===== src/rtl/preg_alloc_ctrl_pkg.sv =====
// Shared types for the rename-stage physical-register freelist controller.
// Width constants and the branch tag type are common with the freelist and ROB.
package preg_alloc_ctrl_pkg;
  localparam int NUM_PREGS_DEF   = 64;
  localparam int MAX_DEPTH_DEF   = 4;
  localparam int FREEQ_DEPTH_DEF = 8;
  localparam int PREG_W          = $clog2(NUM_PREGS_DEF);
  localparam int TAG_W           = $clog2(MAX_DEPTH_DEF + 1);

  typedef logic [TAG_W-1:0]  tag_t;
  typedef logic [PREG_W-1:0] preg_t;

  typedef enum logic [1:0] {
    ST_INIT,
    ST_RUN,
    ST_SHOOT,
    ST_SETTLE
  } state_e;
endpackage


===== src/rtl/preg_alloc_ctrl_free_queue.sv =====
// Retire-side free queue: 3 pushes in, up to 2 registered pops out per cycle.
// Entries pushed at an edge may be popped at that same edge (bypass onto the free ports).
module preg_alloc_ctrl_free_queue
  import preg_alloc_ctrl_pkg::*;
#(
  parameter int DEPTH = FREEQ_DEPTH_DEF,
  parameter int PW    = PREG_W
) (
  input  logic          clk,
  input  logic          reset,
  input  logic [2:0]    push_valid,
  input  logic [PW-1:0] push_preg0,
  input  logic [PW-1:0] push_preg1,
  input  logic [PW-1:0] push_preg2,
  input  logic          pop_en,
  output logic          room,
  output logic          free1,
  output logic          free2,
  output logic [PW-1:0] free1_addr,
  output logic [PW-1:0] free2_addr
);
  localparam int AW = $clog2(DEPTH);
  localparam int CW = AW + 1;

  logic [PW-1:0] mem [DEPTH];
  logic [AW-1:0] rd_ptr, wr_ptr;
  logic [CW-1:0] count, avail;
  logic [1:0]    npush, npop;
  logic [PW-1:0] p [3];
  logic [PW-1:0] head0, head1;
  logic [PW-1:0] addr1_q, addr2_q;

  assign room = (count + CW'(3)) <= CW'(DEPTH);

  // Compact the sparse retire lanes so they land in consecutive slots, lane order kept.
  always_comb begin
    npush = {1'b0, push_valid[0]} + {1'b0, push_valid[1]} + {1'b0, push_valid[2]};
    p[0]  = push_valid[0] ? push_preg0 : (push_valid[1] ? push_preg1 : push_preg2);
    p[1]  = (push_valid[0] && push_valid[1]) ? push_preg1 : push_preg2;
    p[2]  = push_preg2;
    avail = count + CW'(npush);
    npop  = 2'd0;
    if (pop_en) npop = (avail >= CW'(2)) ? 2'd2 : avail[1:0];
    head0 = (count >= CW'(1)) ? mem[rd_ptr] : p[0];
    head1 = (count >= CW'(2)) ? mem[rd_ptr + AW'(1)] :
            ((count == CW'(1)) ? p[0] : p[1]);
  end

  always_ff @(posedge clk) begin
    if (reset) begin
      rd_ptr <= '0;
      wr_ptr <= '0;
      count  <= '0;
      free1  <= 1'b0;
      free2  <= 1'b0;
    end else begin
      wr_ptr <= wr_ptr + AW'(npush);
      rd_ptr <= rd_ptr + AW'(npop);
      count  <= avail - CW'(npop);
      free1  <= npop != 2'd0;
      free2  <= npop == 2'd2;
    end
  end

  always_ff @(posedge clk) begin
    for (int i = 0; i < 3; i++) begin
      if (2'(i) < npush) mem[wr_ptr + AW'(i)] <= p[i];
    end
    addr1_q <= head0;
    addr2_q <= head1;
  end

  assign free1_addr = free1 ? addr1_q : '0;
  assign free2_addr = free2 ? addr2_q : '0;
endmodule


===== src/rtl/preg_alloc_ctrl.sv =====
// Freelist sequencing controller: two-lane allocation arbitration, branch tag depth
// tracking, mispredict shootdown/recovery sequencing and the retire free queue.
module preg_alloc_ctrl
  import preg_alloc_ctrl_pkg::*;
#(
  parameter int NUM_PREGS         = NUM_PREGS_DEF,
  parameter int MAX_PREDICT_DEPTH = MAX_DEPTH_DEF,
  parameter int FREEQ_DEPTH       = FREEQ_DEPTH_DEF,
  localparam int PW = $clog2(NUM_PREGS),
  localparam int TW = $clog2(MAX_PREDICT_DEPTH + 1)
) (
  input  logic          clk,
  input  logic          reset,
  input  logic [1:0]    req_valid,
  input  logic [1:0]    req_is_branch,
  output logic          req_ready,
  output logic [PW-1:0] grant_preg0,
  output logic [PW-1:0] grant_preg1,
  output logic [TW-1:0] grant_tag0,
  output logic [TW-1:0] grant_tag1,
  input  logic [PW:0]   fl_num_free,
  input  logic [PW-1:0] fl_preg1,
  input  logic [PW-1:0] fl_preg2,
  output logic [1:0]    alloc_num,
  output logic [TW-1:0] branch_tag_1,
  output logic [TW-1:0] branch_tag_2,
  output logic          free1,
  output logic          free2,
  output logic [PW-1:0] free1_addr,
  output logic [PW-1:0] free2_addr,
  output logic          branch_shootdown,
  output logic [TW-1:0] shootdown_branch_tag,
  input  logic [2:0]    ret_valid,
  input  logic [PW-1:0] ret_preg0,
  input  logic [PW-1:0] ret_preg1,
  input  logic [PW-1:0] ret_preg2,
  output logic          ret_ready,
  input  logic          br_valid,
  input  logic          br_mispredict,
  input  logic [TW-1:0] br_tag,
  output logic          busy
);
  state_e        state_q;
  logic [TW-1:0] depth_q;
  logic [TW-1:0] shoot_tag_q;

  logic [1:0]    need, nbr;
  logic          mispredict, grant, q_room;
  logic [TW:0]   depth_sum;

  always_comb begin
    need       = {1'b0, req_valid[0]} + {1'b0, req_valid[1]};
    nbr        = {1'b0, req_valid[0] & req_is_branch[0]} +
                 {1'b0, req_valid[1] & req_is_branch[1]};
    mispredict = br_valid && br_mispredict;
    grant      = !reset && (state_q == ST_RUN) && !mispredict &&
                 (fl_num_free >= (PW+1)'(need)) &&
                 ((TW+1)'(depth_q) + (TW+1)'(nbr) <= (TW+1)'(MAX_PREDICT_DEPTH));
    // Grant and correct-resolve deltas combine; the decrement saturates at zero.
    depth_sum  = (TW+1)'(depth_q) + (grant ? (TW+1)'(nbr) : '0);
    if (br_valid && !br_mispredict && depth_sum != '0) depth_sum = depth_sum - (TW+1)'(1);
  end

  assign req_ready    = grant;
  assign alloc_num    = grant ? need : 2'd0;
  assign grant_preg0  = fl_preg1;
  assign grant_preg1  = fl_preg2;
  assign grant_tag0   = (grant && req_valid[0]) ? depth_q : '0;
  assign grant_tag1   = (grant && req_valid[1]) ? depth_q + TW'(req_is_branch[0]) : '0;
  assign branch_tag_1 = grant_tag0;
  assign branch_tag_2 = grant_tag1;

  assign branch_shootdown     = state_q == ST_SHOOT;
  assign shootdown_branch_tag = (state_q == ST_SHOOT) ? shoot_tag_q : '0;
  assign busy                 = state_q != ST_RUN;
  assign ret_ready            = !reset && (state_q != ST_INIT) && q_room;

  always_ff @(posedge clk) begin
    if (reset) begin
      state_q     <= ST_INIT;
      depth_q     <= '0;
      shoot_tag_q <= '0;
    end else begin
      unique case (state_q)
        ST_INIT: state_q <= ST_RUN;
        ST_RUN: begin
          if (mispredict) begin
            shoot_tag_q <= br_tag;
            depth_q     <= br_tag - TW'(1);
            state_q     <= ST_SHOOT;
          end else begin
            depth_q <= depth_sum[TW-1:0];
          end
        end
        ST_SHOOT, ST_SETTLE: begin
          // An older branch mispredicting during recovery restarts the shootdown.
          if (mispredict && br_tag < shoot_tag_q) begin
            shoot_tag_q <= br_tag;
            depth_q     <= br_tag - TW'(1);
            state_q     <= ST_SHOOT;
          end else begin
            state_q <= (state_q == ST_SHOOT) ? ST_SETTLE : ST_RUN;
          end
        end
        default: state_q <= ST_INIT;
      endcase
    end
  end

  preg_alloc_ctrl_free_queue #(
    .DEPTH (FREEQ_DEPTH),
    .PW    (PW)
  ) u_free_queue (
    .clk        (clk),
    .reset      (reset),
    .push_valid (ret_valid & {3{ret_ready}}),
    .push_preg0 (ret_preg0),
    .push_preg1 (ret_preg1),
    .push_preg2 (ret_preg2),
    .pop_en     (state_q != ST_INIT),
    .room       (q_room),
    .free1      (free1),
    .free2      (free2),
    .free1_addr (free1_addr),
    .free2_addr (free2_addr)
  );
endmodule


===== config.mk =====
export PLATFORM = sky130hd
export DESIGN_NAME = preg_alloc_ctrl
export DESIGN_NICKNAME = d
export VERILOG_FILES = /design/src/rtl/preg_alloc_ctrl_pkg.sv /design/src/rtl/preg_alloc_ctrl_free_queue.sv /design/src/rtl/preg_alloc_ctrl.sv
export SDC_FILE = /design/constraint.sdc
export NUM_CORES = 1
export LEC_CHECK = 0
export BUFFER_PORTS_ARGS = -buffer_cell sky130_fd_sc_hd__buf_2
export CORE_AREA = 2 2 128 105
export CTS_CLUSTER_DIAMETER = 100
export DETAILED_ROUTE_END_ITERATION = 7
export DIE_AREA = 0 0 130 107
export GPL_TIMING_DRIVEN = 0
export PLACE_DENSITY = 0.78
export SYNTH_ARGS = -nofsm -noshare
export SYNTH_HDL_FRONTEND = slang
export SYNTH_SLANG_ARGS = --single-unit

===== constraint.sdc =====
create_clock -name clk -period 11.01 [get_ports clk]
set_clock_uncertainty 0.2 [all_clocks]
set_input_delay 1.101 -clock clk [delete_from_list [all_inputs] [get_ports clk]]
set_output_delay 1.101 -clock clk [all_outputs]
set_load 0.01 [all_outputs]

==> results by group <==
CTS
  – Inserted Clock Buffers: 9
  – Clk sinks: 80
  – TritonCTS clock tree: yes
  – Htree depth: 3
  – CTS root buffer: clkbuf_16
  – Hold Buf Count CTS: 0
  – Longest Clk Path Bufs: 2
  – Worst skew pair latency: 360 ps
  – Post-CTS setup buffer count: 0
  – Post-CTS Resized: 0
  – Clock slew at reported path FFs: 70 ps

Yosys
  – Sequential share of the synthesized area: 33.6%
  – Number of distinct library cells after synthesis: 71
  – Yosys reg bits: 80
  – Fraction of registers with async set/reset: 0%
  – Largest cells by area after synthesis: edfxtp_1 23%, dfxtp_1 10%, mux4_2 8.7%, ha_1 4.4%, nand2_1 4.4%
  – Mapped Area: 6200 um2
  – Post-synthesis cell count: 625
  – Number of synthesized flops with an enable pin: 48
  – Post-synth top area share: 23.2%
  – Largest area contributor in the netlist: edfxtp_1
  – Most frequent cell after synthesis: nand2_1
  – Prevailing post-synth register cell: edfxtp_1
  – Post-synth top cells: 72 x nand2_1, 48 x edfxtp_1, 45 x nor2_1
  – Net Count, Synth: 705
  – Mean Syn Cell Area: 9.92 um2
  – Yosys Warn Count: 0

Drt
  – DR DRC count: 0
  – Via Count: 5676
  – Drt total wl: 18900 um
  – Vias per cell: 6.32
  – First-pass DRT Iterations: 6
  – Routed Antenna Nets: 0
  – WL/cell: 21.1 um
  – DR iter-0 viols: 588

Critical path
  – Crit path kind: primary input to register
  – Worst setup SP type: primary input
  – Critical Path Sink Type: register
  – Worst path required time: 11030 ps
  – Slowest cell on crit path: fa_1
  – CP bufs+invs: 3
  – CP max stage delay: 830 ps
  – Critical path's top delay family: adder cells
  – CP max FO: 10
  – CP Cell Sequence: buf_2, o21bai_1, a211o_2, clkinv_4, buf_6, and2_1, fa_1, ha_1, fa_1, nor2_1, nand2_1, o21ai_0, ha_1, a211oi_1, xor2_1, nor2_1
  – Worst EP arrival: 5540 ps

GRT
  – Initial antenna violation count: 0
  – GR peak layer: met2
  – GRT overflow: 0
  – Met1 Track Usage GR: 38.3%
  – Largest net degree at the start of global routing: 15
  – GR Util met3: 7.04%
  – First-pass GRT wire length: 29600 um
  – Total GRT Usage: 28.3%
  – Met2 usage: 44.3%
  – Vias in the first global route: 5449

Power and ir drop
  – Sw Pwr: 0.492 mW
  – P_leak: 2.85 nW
  – Sw Share: 38.1%
  – Pint: 0.799 mW
  – Power density cells: 181 nW/um2
  – Combinational share of power: 44.7%
  – Sequential share of power: 32.5%
  – Clk network pwr share: 22.7%
  – Peak VDD IR: 93.1 uV
  – Total Power: 1.29 mW

Floorplan
  – Initial Util: 49.1%
  – Die Y: 107 um
  – Core Box Area: 12600 um2
  – Die ar.: 13900 um2
  – FP Rows: 37
  – Die width: 130 um
  – Io pins: 98

STA
  – Setup TNS: 0 ps
  – Final setup viols: 0
  – Tcrit/Tclk final: 50.1%
  – Hold Slack: 342 ps
  – Worst-margin pin slew: 1270 ps
  – F_max: 181 MHz
  – Max Slew Vio Count: 0
  – Min Tclk post-route: 5520 ps
  – RSZ-0062 raised after global routing: no
  – Fin. Hold Viols: 0
  – Worst slew margin: 14.2%

Outcome
  – Status: complete, no violations

Placement
  – Routability Congestion: 0.952
  – PortBufs: 82
  – Area after DPL: 6830 um2
  – Placed wire-length estimate: 15000 um

Flow run
  – Max Cap Viol: 0

Finish
  – Diodes inserted: 0
  – Layout cells sized above 1: 25.7%
  – Final #Nets: 798
  – Design Area, Final: 7120 um2
  – Area growth syn-to-layout: 14.8%

Hold path
  – Worst hold path class: register to register
[power groups by stage]
stage	Clock, mW	Sequential (mW)	Combinational (mW)
2_1_floorplan	0	0.412	0.418
3_3_place_gp	0	0.422	0.550
3_5_place_dp	0	0.427	0.565
4_1_cts	0.294	0.421	0.567
5_1_grt	0.305	0.427	0.622
6_report	0.294	0.420	0.577
[final timing paths]
kind	from	end	slack, ps	cells after the start
setup / recovery	reset	u_free_queue.count[3]$_SDFF_PP0_	5490	16
setup reg to reg	state_q[1]$_SDFFE_PP0N_	u_free_queue.count[3]$_SDFF_PP0_	5970	15
hold reg to reg	shoot_tag_q[2]$_SDFFE_PP0P_	shoot_tag_q[2]$_SDFFE_PP0P_	340	2
hold / removal	shoot_tag_q[2]$_SDFFE_PP0P_	shoot_tag_q[2]$_SDFFE_PP0P_	340	2
[cells by family after synthesis]
kind of cell	synth area share, %
adder cells (fa/ha/maj)	6.70
buffers and inverters	6.92
AO/OA/AOI/OAI	18.8
AND/OR/NAND/NOR	18.0
multiplexers	14.1
XOR/XNOR	1.94
flip-flops	33.6
[flip-flops by register name, indices dropped and copies added, names as in the netlist]
register              count
u_free_queue.mem         48
u_free_queue.addr2_q      6
depth_q                   3
u_free_queue.count        4
u_free_queue.free2        1
shoot_tag_q               3
u_free_queue.free1        1
u_free_queue.rd_ptr       3
state_q                   2
u_free_queue.wr_ptr       3
u_free_queue.addr1_q      6
[tightest hold or removal path, stage by stage (launching register included)]
cell	delay, ps
dfxtp_1	340
mux2i_1	80
nor2_1	90
[cell usage in the layout (no fill, tap or decap), drive strengths merged, types with 3 or more instances in the layout]
master	Yosys	routed
o221ai	11	11
nor2	45	45
edfxtp	48	48
o22ai	15	15
and2	25	25
dfxtp	32	32
a221o	10	10
a2bb2oi	5	5
o21ai	23	23
clkinv	1	4
nor3	7	7
and3	9	9
mux4	24	24
a221oi	9	9
ha	22	22
o311ai	6	6
a21oi	13	13
o2111ai	5	5
xor2	8	8
mux2	5	5
clkbuf	17	29
o211ai	25	25
nand3	14	14
inv	30	31
nand4	9	9
nor3b	3	3
nand3b	4	4
fa	7	7
nand2	72	72
nor2b	13	13
buf	36	118
mux2i	24	24
a211oi	7	7
o21bai	3	3
nand2b	11	11
xnor2	4	4
[final cells by class]
type | count | area, um2
buffer | 53 | 308
clock buffer | 12 | 258
clock inverter | 4 | 28.8
fill | 1135 | 5520
inverter | 31 | 121
multi-input combinational | 461 | 3690
sequential | 80 | 2080
tap | 175 | 219
timing repair buffer | 82 | 410
[metal layers]
layer,routed length [um],share of wire (%)
met1,7830,41
met2,8710,46
met3,1900,10
met4,498,2.6
met5,0,0
[stage by stage]
stage | worst slack (ps) | utilization (%) | std cells
floorplan | 5830 | - | 625
global placement | 5290 | 54.0 | 882
detailed placement | 5170 | 54.0 | 882
CTS | 5530 | 56.3 | 898
global route | 5250 | 56.3 | 898
finish | 5490 | 56.3 | 898
Power figures use the tool's default switching activity.
